### config.mk
export PLATFORM = sky130hd
export DESIGN_NAME = pe_post_proc
export DESIGN_NICKNAME = d
export VERILOG_FILES = /design/src/rtl/pe_post_proc.sv
export SDC_FILE = /design/constraint.sdc
export NUM_CORES = 1
export LEC_CHECK = 0
export BUFFER_PORTS_ARGS = -buffer_cell sky130_fd_sc_hd__buf_2
export CORE_ASPECT_RATIO = 0.5
export CORE_MARGIN = 5
export CORE_UTILIZATION = 40
export CTS_CLUSTER_DIAMETER = 100
export DETAILED_ROUTE_END_ITERATION = 6
export PLACE_DENSITY_LB_ADDON = 0.15
export SLEW_MARGIN = 20
export SYNTH_ARGS = -nofsm -noshare
export SYNTH_HDL_FRONTEND = slang
export SYNTH_SLANG_ARGS = --single-unit
### constraint.sdc
create_clock -name clk -period 4.85 [get_ports clk]
set_clock_uncertainty 0.05 [all_clocks]
set_input_delay 0.97 -clock clk [delete_from_list [all_inputs] [get_ports clk]]
set_output_delay 0.97 -clock clk [all_outputs]
set_load 0.05 [all_outputs]
### src/rtl/pe_post_proc.sv
// pe_post_proc: PE result post-processing (bias, optional ReLU, shift, saturate) with framed valid/ready FIFO output
//
// Optional feature macro: PE_POST_RELU_EN
//   defined   -> negative sums clamp to 0, output saturates unsigned [0, 2^OUT_W-1]
//   undefined -> output is signed, saturates to [-2^(OUT_W-1), 2^(OUT_W-1)-1]
//
// Ports:
//   clk         clock, rising edge
//   rst_n       asynchronous active-low reset
//   clr         synchronous clear of pipeline, FIFO, frame counter, ovf_err
//   pe_data     unsigned PE accumulated sum (2*DATA_WIDTH bits)
//   pe_ready    1-cycle PE result strobe
//   cfg_bias    signed bias added to each sum
//   cfg_shift   arithmetic right shift, 0..15
//   m_valid     output word available
//   m_ready     downstream accepts
//   m_data      post-processed result
//   m_last      m_data is the last result of its frame
//   fifo_level  FIFO occupancy
//   ovf_err     sticky: a result was dropped on a full FIFO
module pe_post_proc #(
  parameter int DATA_WIDTH = 8,
  parameter int OUT_W      = 8,
  parameter int FIFO_DEPTH = 8,
  parameter int FRAME_LEN  = 16
) (
  input  logic                          clk,
  input  logic                          rst_n,
  input  logic                          clr,
  input  logic [2*DATA_WIDTH-1:0]       pe_data,
  input  logic                          pe_ready,
  input  logic [2*DATA_WIDTH-1:0]       cfg_bias,
  input  logic [3:0]                    cfg_shift,
  output logic                          m_valid,
  input  logic                          m_ready,
  output logic [OUT_W-1:0]              m_data,
  output logic                          m_last,
  output logic [$clog2(FIFO_DEPTH):0]   fifo_level,
  output logic                          ovf_err
);
  localparam int SW = 2*DATA_WIDTH+2;
  localparam int AW = $clog2(FIFO_DEPTH);
  localparam int FW = FRAME_LEN > 1 ? $clog2(FRAME_LEN) : 1;
`ifdef PE_POST_RELU_EN
  localparam bit RELU = 1'b1;
  localparam logic signed [SW-1:0] HI = SW'((1 << OUT_W) - 1);
  localparam logic signed [SW-1:0] LO = '0;
`else
  localparam bit RELU = 1'b0;
  localparam logic signed [SW-1:0] HI = SW'((1 << (OUT_W-1)) - 1);
  localparam logic signed [SW-1:0] LO = ~HI;
`endif
  logic                    s1_v, s2_v, s2_l;
  logic signed [SW-1:0]    s1, r, sh, sat;
  logic [3:0]              s1_shift;
  logic [OUT_W-1:0]        s2_d;
  logic [FW-1:0]           fcnt;
  logic                    f_last;
  logic [OUT_W:0]          mem [FIFO_DEPTH];
  logic [AW-1:0]           wr_ptr, rd_ptr;
  logic [AW:0]             count;
  logic                    pop, full, push, drop, nxt_valid;
  always_comb begin
    r         = RELU && s1[SW-1] ? '0 : s1;
    sh        = r >>> s1_shift;
    sat       = sh > HI ? HI : sh < LO ? LO : sh;
    f_last    = fcnt == FW'(FRAME_LEN-1);
    pop       = m_valid & m_ready;
    full      = count == (AW+1)'(FIFO_DEPTH);
    // a pop in the same cycle frees the slot a full-FIFO push needs
    push      = s2_v & (~full | pop);
    drop      = s2_v & full & ~pop;
    // the head register only ever shows entries already stored before this edge
    nxt_valid = count != (AW+1)'(pop);
  end
  // S1 sums with the bias; S2 post-processes and tags frame position
  // (the frame counter counts every S2 result, dropped or not, so alignment survives overflow)
  always_ff @(posedge clk or negedge rst_n) begin
    if (!rst_n) begin
      s1_v     <= 1'b0;
      s1       <= '0;
      s1_shift <= '0;
      s2_v     <= 1'b0;
      s2_d     <= '0;
      s2_l     <= 1'b0;
      fcnt     <= '0;
    end else if (clr) begin
      s1_v     <= 1'b0;
      s2_v     <= 1'b0;
      fcnt     <= '0;
    end else begin
      s1_v <= pe_ready;
      if (pe_ready) begin
        s1       <= $signed({2'b00, pe_data}) + $signed({{2{cfg_bias[2*DATA_WIDTH-1]}}, cfg_bias});
        s1_shift <= cfg_shift;
      end
      s2_v <= s1_v;
      if (s1_v) begin
        s2_d <= sat[OUT_W-1:0];
        s2_l <= f_last;
        fcnt <= f_last ? '0 : fcnt + FW'(1);
      end
    end
  end
  always_ff @(posedge clk) begin
    if (push) mem[wr_ptr] <= {s2_l, s2_d};
  end
  always_ff @(posedge clk or negedge rst_n) begin
    if (!rst_n) begin
      wr_ptr  <= '0;
      rd_ptr  <= '0;
      count   <= '0;
      m_valid <= 1'b0;
      m_data  <= '0;
      m_last  <= 1'b0;
      ovf_err <= 1'b0;
    end else if (clr) begin
      wr_ptr  <= '0;
      rd_ptr  <= '0;
      count   <= '0;
      m_valid <= 1'b0;
      m_data  <= '0;
      m_last  <= 1'b0;
      ovf_err <= 1'b0;
    end else begin
      if (push) wr_ptr <= wr_ptr + AW'(1);
      if (pop) rd_ptr <= rd_ptr + AW'(1);
      count   <= count + (AW+1)'(push) - (AW+1)'(pop);
      m_valid <= nxt_valid;
      if (nxt_valid) {m_last, m_data} <= mem[rd_ptr + AW'(pop)];
      ovf_err <= ovf_err | drop;
    end
  end
  assign fifo_level = count;
endmodule

# After elaboration in Yosys (flattened, before gate mapping)
# Memory sizes are Yosys's and may differ from the RTL's.
# Cells that the tools add are included.
[totals]
ramBits = 72
word_cells = 63
n_memories = 1
register_bits = 58
inputBits = 41
[mem_list]
columns = ["memory", "depth", "word_bits", "rd", "rd_clocked_by_memory_dff", "wr", "line", "rtl"]
rows = [
  ["mem", 8, 9, 1, 0, 1, "59", "logic [OUT_W:0] mem [FIFO_DEPTH];"],
]
[classes]
n_eq_ne = 3
order_cmp = 2
mux = 20
addsub = 7
reduce_logical = 6
n_bitwise = 9
n_shift = 1
[op_table]
columns = ["op", "count"]
rows = [
  ["2-to-1 mux 8 bit", 4],
  ["adder 17 x 16 -> 18 bit", 1],
  ["greater-than comparator 18 x 8 -> 1 bit, second input constant", 1],
  ["less-than comparator 18 x 8 -> 1 bit, second input constant", 1],
  [">>> shifter 18 x 4 -> 18 bit", 1],
  ["2-to-1 mux 4 bit", 4],
  ["2-to-1 mux 3 bit", 4],
  ["== test 4 bit, second input constant", 2],
  ["2-to-1 mux 1 bit", 8],
  ["nonzero test 2 bit", 4],
  ["adder 3 x 1 -> 3 bit, second input constant", 2],
  ["adder 4 x 1 -> 4 bit", 1],
  ["adder 4 x 1 -> 4 bit, second input constant", 1],
  ["bitwise AND 1 bit", 4],
  ["inequality test 4 x 1 -> 1 bit", 1],
  ["AND reduction 2 bit", 2],
  ["subtractor 4 x 1 -> 4 bit", 1],
  ["adder 3 x 1 -> 3 bit", 1],
  ["inverter 1 bit", 3],
  ["OR 1 bit", 2],
]

# Longest topological paths before layout
# Gate-level depths: netlist (run 1).
[logic_depth]
depth_word = 7
ltp_mapped = 12
mapped_depth_nobuf = 12

# Worst setup path after synthesis (run 1)
# No wires, ideal clock.
[synth_path]
kind = "input to register"
start = "input m_ready"
end = "register m_data[0]"
stages = 10
arrival_ps = 3089
path_slack_ps = 1579
cell_sequence = "nand2_1 inv_2 ha_1 clkbuf_1 buf_2 mux4_2 mux2i_1 nor2_1 a21oi_1 nor2_1"
[synth_between]
elab_chain_len = 5
elab_cells_between_ends = 7
[synth_rtl]
columns = ["element", "line", "rtl"]
rows = [
  ["start: declaration", "35", "input logic m_ready,"],
  ["bitwise AND 1 bit (*)", "68", "pop = m_valid & m_ready;"],
  ["adder 3 x 1 -> 3 bit", "130", "if (nxt_valid) {m_last, m_data} <= mem[rd_ptr + AW'(pop)];"],
  ["memory read (8 x 9 bit)", "n/a", ""],
  ["2-to-1 mux 8 bit", "130", ""],
  ["2-to-1 mux 8 bit", "117", "end else if (clr) begin"],
  ["end signal: assignment", "130", ""],
  ["end: declaration", "36", "output logic [OUT_W-1:0] m_data,"],
]
# Every way passes the cells marked *; elsewhere a longest branch is shown, timed or not. The select of a mux whose other input is x is not followed.
# A chain may end at the register's enable or synchronous reset.

# Worst setup path after layout (run 1)
[layout_path]
start = "register s1_shift[0]"
end = "register s2_d[0]"
[layout_between]
elab_chain_len = 4
elab_cells_between_ends = 5
[layout_rtl]
columns = ["element", "line", "rtl"]
rows = [
  ["start: declaration", "55", "logic [3:0] s1_shift;"],
  ["start signal: assignment", "95", "s1_shift <= cfg_shift;"],
  [">>> shifter 18 x 4 -> 18 bit (*)", "65", "sh = r >>> s1_shift;"],
  ["less-than comparator 18 x 8 -> 1 bit", "66", "sat = sh > HI ? HI : sh < LO ? LO : sh;"],
  ["2-to-1 mux 8 bit", "66", ""],
  ["2-to-1 mux 8 bit (*)", "66", ""],
  ["end signal: assignment", "99", "s2_d <= sat[OUT_W-1:0];"],
  ["end: declaration", "56", "logic [OUT_W-1:0] s2_d;"],
]
# Every way passes the cells marked *; elsewhere a longest branch is shown, timed or not.

==> results of run 1 <==
[power by group through the flow]
stage          registers (mW)  clock network, mW  logic [mW]
5_1_grt                  1.54               1.28        1.13
6_report                 1.51               1.20        1.01
2_1_floorplan            1.63                  0       0.662
3_5_place_dp             1.54                  0        1.02
3_3_place_gp             1.53                  0        1.02
4_1_cts                  1.52               1.22        1.03
[metal layers]
layer	global-route usage, %	vias to the layer above	routed length (µm)
li1	-	2130	-
met1	19.9	2112	6480
met2	25.1	64	6520
met3	2.98	14	337
met4	5.13	0	135
met5	0	-	0
[state kept, by name (all words and copies together), names as in the netlist]
name and count:
s2_v 1, ovf_err 1, s1_shift 4, r 18
m_data 8, s2_d 8, mem 72, s1_v 1
fifo_level 4, m_last 1, s2_l 1, wr_ptr 3
rd_ptr 3, m_valid 1, fcnt 4
[final cells by class]
class                           instances  area, µm²  area share [%]
Sequential cell                       130       3610            47.2
Timing Repair Buffer                   59        305            3.98
Inverter                               20       75.1           0.980
Tap cell                              227        284            3.71
Multi-Input combinational cell        365       2830            36.9
Clock buffer                           20        447            5.83
Clock inverter                         12        113            1.47
[layout by cell type, fill, tap and decap left out, types with 6 or more instances in the layout]
| cell type | instances |
|---|---|
| a21oi_1 | 34 |
| a221o_1 | 7 |
| a31oi_1 | 9 |
| and3_1 | 6 |
| buf_2 | 55 |
| clkbuf_16 | 17 |
| dfrtp_1 | 58 |
| edfxtp_1 | 72 |
| ha_1 | 28 |
| inv_1 | 16 |
| mux2i_1 | 20 |
| mux4_2 | 27 |
| nand2_1 | 61 |
| nand2b_1 | 7 |
| nand3_1 | 8 |
| nor2_1 | 46 |
| o21ai_0 | 11 |
| o21ai_1 | 20 |
| xnor2_1 | 10 |
| xor2_1 | 9 |
[worst min-delay path by stage]
| stage | startpoint | to | slack (ns) | depth (start not counted) |
|---|---|---|---|---|
| floorplan | r[0] | r[0] | 0.39 | 2 |
| CTS | r[0] | r[0] | 0.44 | 2 |
| global placement | r[0] | r[0] | 0.42 | 2 |
| finish | r[0] | r[0] | 0.44 | 2 |
| detailed placement | r[0] | r[0] | 0.42 | 2 |
| global route | r[0] | r[0] | 0.46 | 2 |
[metrics by stage]
stage          cell area, µm²  util (%)
2_1_floorplan            6600         -
3_3_place_gp             7100      43.7
3_5_place_dp             7100      43.7
4_1_cts                  7660      47.1
5_1_grt                  7660      47.1
6_report                 7660      47.1
[worst register-to-register path, delay by kind of cell, from the launching register on]
family / cells / cell delay (ns)
and+or+nand+nor: 1 / 0.53
DFF: 1 / 0.91
muxes: 1 / 0.68
AOI/OAI and AO/OA: 4 / 0.73
[cells by family after synthesis]
family                     count (synthesis)  synth area share (%)
adders and majority gates                 30                  5.91
xor gates and xnor gates                  19                  2.52
buffers and inverters                     44                  2.62
DFF                                      130                  54.7
AOI/OAI and AO/OA                        112                  10.7
and+or+nand+nor                          148                  9.78
muxes                                     56                  13.8
==> impl_metrics.ini, run 1 <==
[synth]
syn-cell-area_um2 = 6600
synth.most_common_cell = edfxtp_1
synthArstFlopShare_pct = 44.6
synth_warnings = 0
synth_area_leaders = edfxtp_1 (33%), dfrtp_1 (22%), mux4_2 (9.2%)
synth_top_area_share_pct = 32.7
synthCells = 539
syn_area_per_cell_um2 = 12.2
synth_cell_types = 47
ys_ff_latch = 130
ys.flop_type = edfxtp_1
synth.largest_area_cell = edfxtp_1
synth-edff-count = 72
synth_nets = 610
ys_top_cells_by_count = edfxtp_1 (72), nand2_1 (61), dfrtp_1 (58), nor2_1 (46), a21oi_1 (34)
seq_area_frac_synth_pct = 54.7

[worst_setup_path]
crit_slowest_cell = dfrtp_1
rr_startpoint = s1_shift[0]
path_class = flip-flop to flip-flop
cp_top_family = flip-flops
start_kind = flip-flop
reg2reg_to = s2_d[0]
crit_path_max_incr_delay_ns = 0.91
path_cells = mux4_2 -> or4_1 -> a2bb2oi_1 -> o21ai_1 -> a211oi_2 -> a221o_1
crit_path_end = s2_d[0]
crit_path_end_kind = flip-flop
path_buf_inv = 0
cp_max_fo = 22
crit_cells = 6
startpoint = s1_shift[0]
ff2ff_setup_slack_ns = 1.83
arrival_ns = 3.25
rr_worst_depth = 6
cp.required_ns = 5.09

[drt]
num_vias = 4320
wl_per_cell_um = 16.2
firstDrtPassIters = 4
drc = 0
antenna_left = 0
totalWireLength_um = 13500
drtIter0Drc = 249
viasPerCell = 5.19

[final_layout]
area_growth_pct = 16.1
nets = 664
stdcell_count = 833
n_fill_cell = 1544
drive_gt1_share_pct = 21.0
n_antenna_cell = 0

[timing]
fin_hold_ws_ns = 0.435
setup-violations-final = 0
rsz0062_at_grt = false
post-route-period-util_pct = 62.2
period_needed_ns = 3.02
setup_tns_ns = 0
report.final.slew_viol_count = 0
slew_headroom_pct = 30.3
setup_ws_ns = 1.83
fmax_mhz = 331
worst_slew_pin_slew_ns = 1.04
hold_viol_final = 0

[global_routing]
first_global_vias = 4445
grt_usage_pct = 15.0
grt_max_degree = 38
grt_pass1_wl_um = 22700
overflow = 0
antenna_found_initial = 0

[floorplan]
die_width_um = 192
rows = 33
dieArea_um2 = 19300
start_util_pct = 40.6
die_y_um = 101
design.core.area_um2 = 16300
ios = 56

[pwr]
p_comb_share_pct = 27.3
internal_power_mw = 2.49
p_sw_mw = 1.24
peakVddDrop_mv = 0.273
p_per_area_nw_per_um2 = 486
power.total_mw = 3.72
p_leak_nw = 3.10
power_frac_clock_pct = 32.1
power_frac_seq_pct = 40.6
p_sw_share_pct = 33.3

[place]
placed_cells = 801
place.detailed.hpwl_um = 9470
post-place-ws_ns = 1.38
gp_congestion = 0.797
port-buffer-count = 55

[clock_network]
clock-sinks = 130
cts_resized = 0
cts_buffers = 17
cts_tree = built
ctsHoldBuffers = 0
cts.path.max_buffers = 2
post_cts_buffers = 0
clock_latency_ns = 0.41
clk_pin_slew_ns = 0.06
clockRootBuffer = clkbuf_16
cts_max_level = 4

[hold_path]
hp-class = flip-flop to flip-flop

[job]
drv_cap = 0

[run_status]
status = finished clean
Power figures use the tool's default switching activity.
==> run 2: changes to the inputs <==
- clock period: 4.85 -> 2.7 ns (I/O delays scaled with it)
==> impl_metrics.ini, run 2 (synthesized netlist as in run 1, its figures left out) <==
[pwr]
power_frac_seq_pct = 38.8
p_sw_share_pct = 33.2
p_per_area_nw_per_um2 = 873
peakVddDrop_mv = 0.554
p_sw_mw = 2.31
p_comb_share_pct = 28.2
p_leak_nw = 3.27
internal_power_mw = 4.63
power_frac_clock_pct = 33.0

[floorplan]
start_util_pct = 40.6
die_y_um = 101
ios = 56
design.core.area_um2 = 16300
rows = 33
dieArea_um2 = 19300
die_width_um = 192

[worst_setup_path]
cp_top_family = compound AO/OA/AOI/OAI gates
crit_path_end_kind = flip-flop
startpoint = s1_shift[0]
cp_max_fo = 7
path_buf_inv = 0
path_class = flip-flop to flip-flop
rr_startpoint = s1_shift[0]
start_kind = flip-flop
arrival_ns = 2.80
cp.required_ns = 2.93
path_cells = mux4_2 -> or4_1 -> a2bb2oi_1 -> o21ai_1 -> a211oi_2 -> a221o_1
crit_path_max_incr_delay_ns = 0.60
crit_slowest_cell = mux4_2

[global_routing]
grt_pass1_wl_um = 23000
grt_usage_pct = 15.1
grt_max_degree = 37
overflow = 0
antenna_found_initial = 0
first_global_vias = 4383

[clock_network]
cts_buffers = 17
ctsHoldBuffers = 0
cts_tree = built
clk_pin_slew_ns = 0.07
cts.path.max_buffers = 2
clock_latency_ns = 0.41
clock-sinks = 130
clockRootBuffer = clkbuf_16
cts_resized = 0
cts_max_level = 4
post_cts_buffers = 0

[place]
placed_cells = 829
gp_congestion = 0.804
port-buffer-count = 55
place.detailed.hpwl_um = 9810

[timing]
setup_tns_ns = 0
fmax_mhz = 389
period_needed_ns = 2.57
rsz0062_at_grt = false
slew_headroom_pct = 57.1
report.final.slew_viol_count = 0
setup-violations-final = 0
hold_viol_final = 0
worst_slew_pin_slew_ns = 0.644
post-route-period-util_pct = 95.2

[final_layout]
n_fill_cell = 1505
regMostFlops = mem
final_util_pct = 48.8
mostFrequentLayoutCells = edfxtp_1 (72), nand2_1 (61), dfrtp_1 (58), buf_2 (55), nor2_1 (46)
largest_reg_flops = 72
stdcell_count = 861
n_antenna_cell = 0
nets = 692
drive_gt1_share_pct = 24.4
final_common_cell = edfxtp_1
area_growth_pct = 20.4

[drt]
drtIter0Drc = 187
totalWireLength_um = 13700
firstDrtPassIters = 5
drc = 0
num_vias = 4363
antenna_left = 0
wl_per_cell_um = 15.9
viasPerCell = 5.07

[hold_path]
hp-class = input pin to asynchronous set/reset pin

[run_status]
status = finished clean

[job]
drv_cap = 0
## run 2: changes by cell type in the layout (fill, tap and decap cells not counted), moves of 2 or more
cell and delta:
buf_4 +25, inv_6 +5, buf_12 +3, clkbuf_16 +3
clkinv_4 -3, clkbuf_1 -2, clkinv_2 -2, clkinvlp_4 -2
inv_8 +2, nor3_1 +2, nor3_2 -2
## run 2: layout make-up
type | instances | area [µm²] | area share [%]
clock buffer | 20 | 500 | 6.30
inverter | 20 | 75.1 | 0.945
tap | 227 | 284 | 3.57
clock inverter | 12 | 104 | 1.31
sequential | 130 | 3610 | 45.5
multi-input combinational | 365 | 2820 | 35.4
timing repair buffer | 87 | 553 | 6.96
## run 2: metal layers
metal	vias up	part of all wire (%)	GRT usage [%]
met5	-	0	0
met4	0	0.81	4.52
met3	11	3.2	3.08
met2	73	46	23.7
met1	2093	50	21.5
li1	2186	-	-
## run 2: path summary, 6_finish.rpt
path                                     to  slack, ns  cells after the start
worst max-delay path                s2_d[1]       0.13                      6
worst min-delay path              m_data[2]        0.1                      1
worst max register to register      s2_d[1]       0.13                      6
worst min register to register         r[0]       0.45                      2
max in group asynchronous              r[1]       1.90                      2
min in group clk                s1_shift[2]       0.28                      3
## run 2: stage by stage
step / worst slack (ns) / power (mW) / area, µm² / hold WS, ns
global placement: 0.00196 / 4.67 / 7340 / 0.423
detailed placement: -0.0165 / 4.71 / 7340 / 0.435
finish: 0.130 / 6.94 / 7950 / 0.0960
floorplan: 0.0295 / 4.12 / 6610 / 0.194
CTS: 0.120 / 7.03 / 7950 / 0.0981
global route: 0.0235 / 7.33 / 7950 / 0.137
## run 2: power by group through the flow
stage,clock (mW),sequential (mW),combinational (mW)
2_1_floorplan,0,2.93,1.20
3_3_place_gp,0,2.72,1.95
3_5_place_dp,0,2.74,1.98
4_1_cts,2.34,2.70,1.99
5_1_grt,2.43,2.74,2.16
6_report,2.29,2.69,1.96
==> run 3: changes to the inputs <==
- CORE_ASPECT_RATIO: 0.5 -> 1.4
==> impl_metrics.ini, run 3 (synthesized netlist as in run 1, its figures left out) <==
[run_status]
status = finished clean

[final_layout]
final_util_pct = 48.5
n_fill_cell = 1445
regMostFlops = mem
n_antenna_cell = 0
drive_gt1_share_pct = 23.3
final_common_cell = edfxtp_1
area_growth_pct = 18.9
nets = 692
largest_reg_flops = 72
stdcell_count = 833
mostFrequentLayoutCells = edfxtp_1 (72), nand2_1 (61), dfrtp_1 (58), buf_2 (55), nor2_1 (46)

[drt]
viasPerCell = 5.26
drc = 0
wl_per_cell_um = 15.6
num_vias = 4378
drtIter0Drc = 186
wl_met3_um = 437
met2_length_um = 7210
firstDrtPassIters = 4
highest_layer = met4
totalWireLength_um = 13000
drt-met1-wl_um = 5000
antenna_left = 0

[clock_network]
clock_latency_ns = 0.41
cts_buffers = 17
ctsHoldBuffers = 0
cts_resized = 0
cts_tree = built
clockRootBuffer = clkbuf_16
cts.path.max_buffers = 2
cts_max_level = 4
post_cts_buffers = 0
clock-sinks = 130
clk_pin_slew_ns = 0.05

[worst_setup_path]
ff2ff_setup_slack_ns = 0.22
reg2reg_to = s2_d[2]
arrival_ns = 2.72
cp.required_ns = 2.93
rr_worst_depth = 6
crit_path_end = s2_d[2]
startpoint = s1_shift[0]
crit_path_end_kind = flip-flop
rr_startpoint = s1_shift[0]
cp_max_fo = 7
path_class = flip-flop to flip-flop
start_kind = flip-flop

[timing]
fmax_mhz = 403
report.final.slew_viol_count = 0
slew_headroom_pct = 69.5
worst_slew_pin_slew_ns = 0.457
rsz0062_at_grt = false
post-route-period-util_pct = 92.0
period_needed_ns = 2.48
fin_hold_ws_ns = 0.0246
setup-violations-final = 0
hold_viol_final = 0

[job]
drv_cap = 0

[pwr]
p_leak_nw = 3.23
p_per_area_nw_per_um2 = 856
power.total_mw = 6.71
peakVddDrop_mv = 0.552

[place]
place.detailed.hpwl_um = 9880
gp_congestion = 0.866
port-buffer-count = 55
placed_cells = 801

[floorplan]
ios = 56
rows = 55
design.core.area_um2 = 16200
dieArea_um2 = 19200
start_util_pct = 40.8
die_y_um = 162
die_width_um = 119

[global_routing]
grt_usage_pct = 14.5
overflow = 0
first_global_vias = 4659
grt_max_degree = 37
antenna_found_initial = 0
grt_pass1_wl_um = 22500

[hold_path]
hp-class = input pin to asynchronous set/reset pin
-- run 3: cell types whose count changed in the layout (fill, tap and decap cells not counted), moves of 2 or more --
cell,before,now
clkbuf_1,0,3
inv_8,2,0
clkbuf_16,20,17
inv_6,6,0
bufinv_16,0,2
clkinvlp_4,0,3
clkinv_1,0,4
-- run 3: report_power, final --
part	total (mW)	internal [mW]	switching, mW
sequential	2.68	2.42	0.258
combinational	1.91	0.827	1.08
clock	2.12	1.34	0.783
-- run 3: worst min path at each step --
stage / startpoint / end / slack, ns / cells past startpoint
after detailed placement: r[0] / r[0] / 0.43 / 2
after global routing: rst_n / m_data[1] / 0.06 / 1
final: rst_n / m_data[1] / 0.02 / 1
after global placement: ovf_err / ovf_err / 0.43 / 2
after CTS: rst_n / m_data[1] / 0.03 / 1
after floorplan: rst_n / fcnt[0] / 0.19 / 0
-- run 3: final cells by class --
class	instances	area (µm²)	share of cell area, %
timing repair buffer	87	541	6.89
multi-input combinational	365	2820	35.9
clock inverter	12	116	1.48
tap	199	249	3.17
sequential	130	3610	46.0
clock buffer	20	437	5.56
inverter	20	75.1	0.957
-- run 3: layer usage --
metal / track usage, % / vias up
li1: - / 2177
met1: 15.5 / 2088
met2: 27.0 / 85
met3: 3.55 / 28
met4: 6.09 / 0
met5: 0 / -
-- run 3: through the flow --
step | cell area (µm²) | worst slack, ns | TNS, ns
2_1_floorplan | 6610 | 0.0295 | 0
3_3_place_gp | 7290 | -0.0299 | -0.0299
3_5_place_dp | 7290 | -0.0382 | -0.0644
4_1_cts | 7850 | 0.190 | 0
5_1_grt | 7850 | 0.0485 | 0
6_report | 7850 | 0.216 | 0
-- run 3: critical path, cell delays in order (launching register included) --
cell	delay [ns]
dfrtp_1	0.50
mux4_2	0.59
or4_1	0.51
a2bb2oi_1	0.14
o21ai_1	0.15
a211oi_2	0.14
a221o_1	0.28
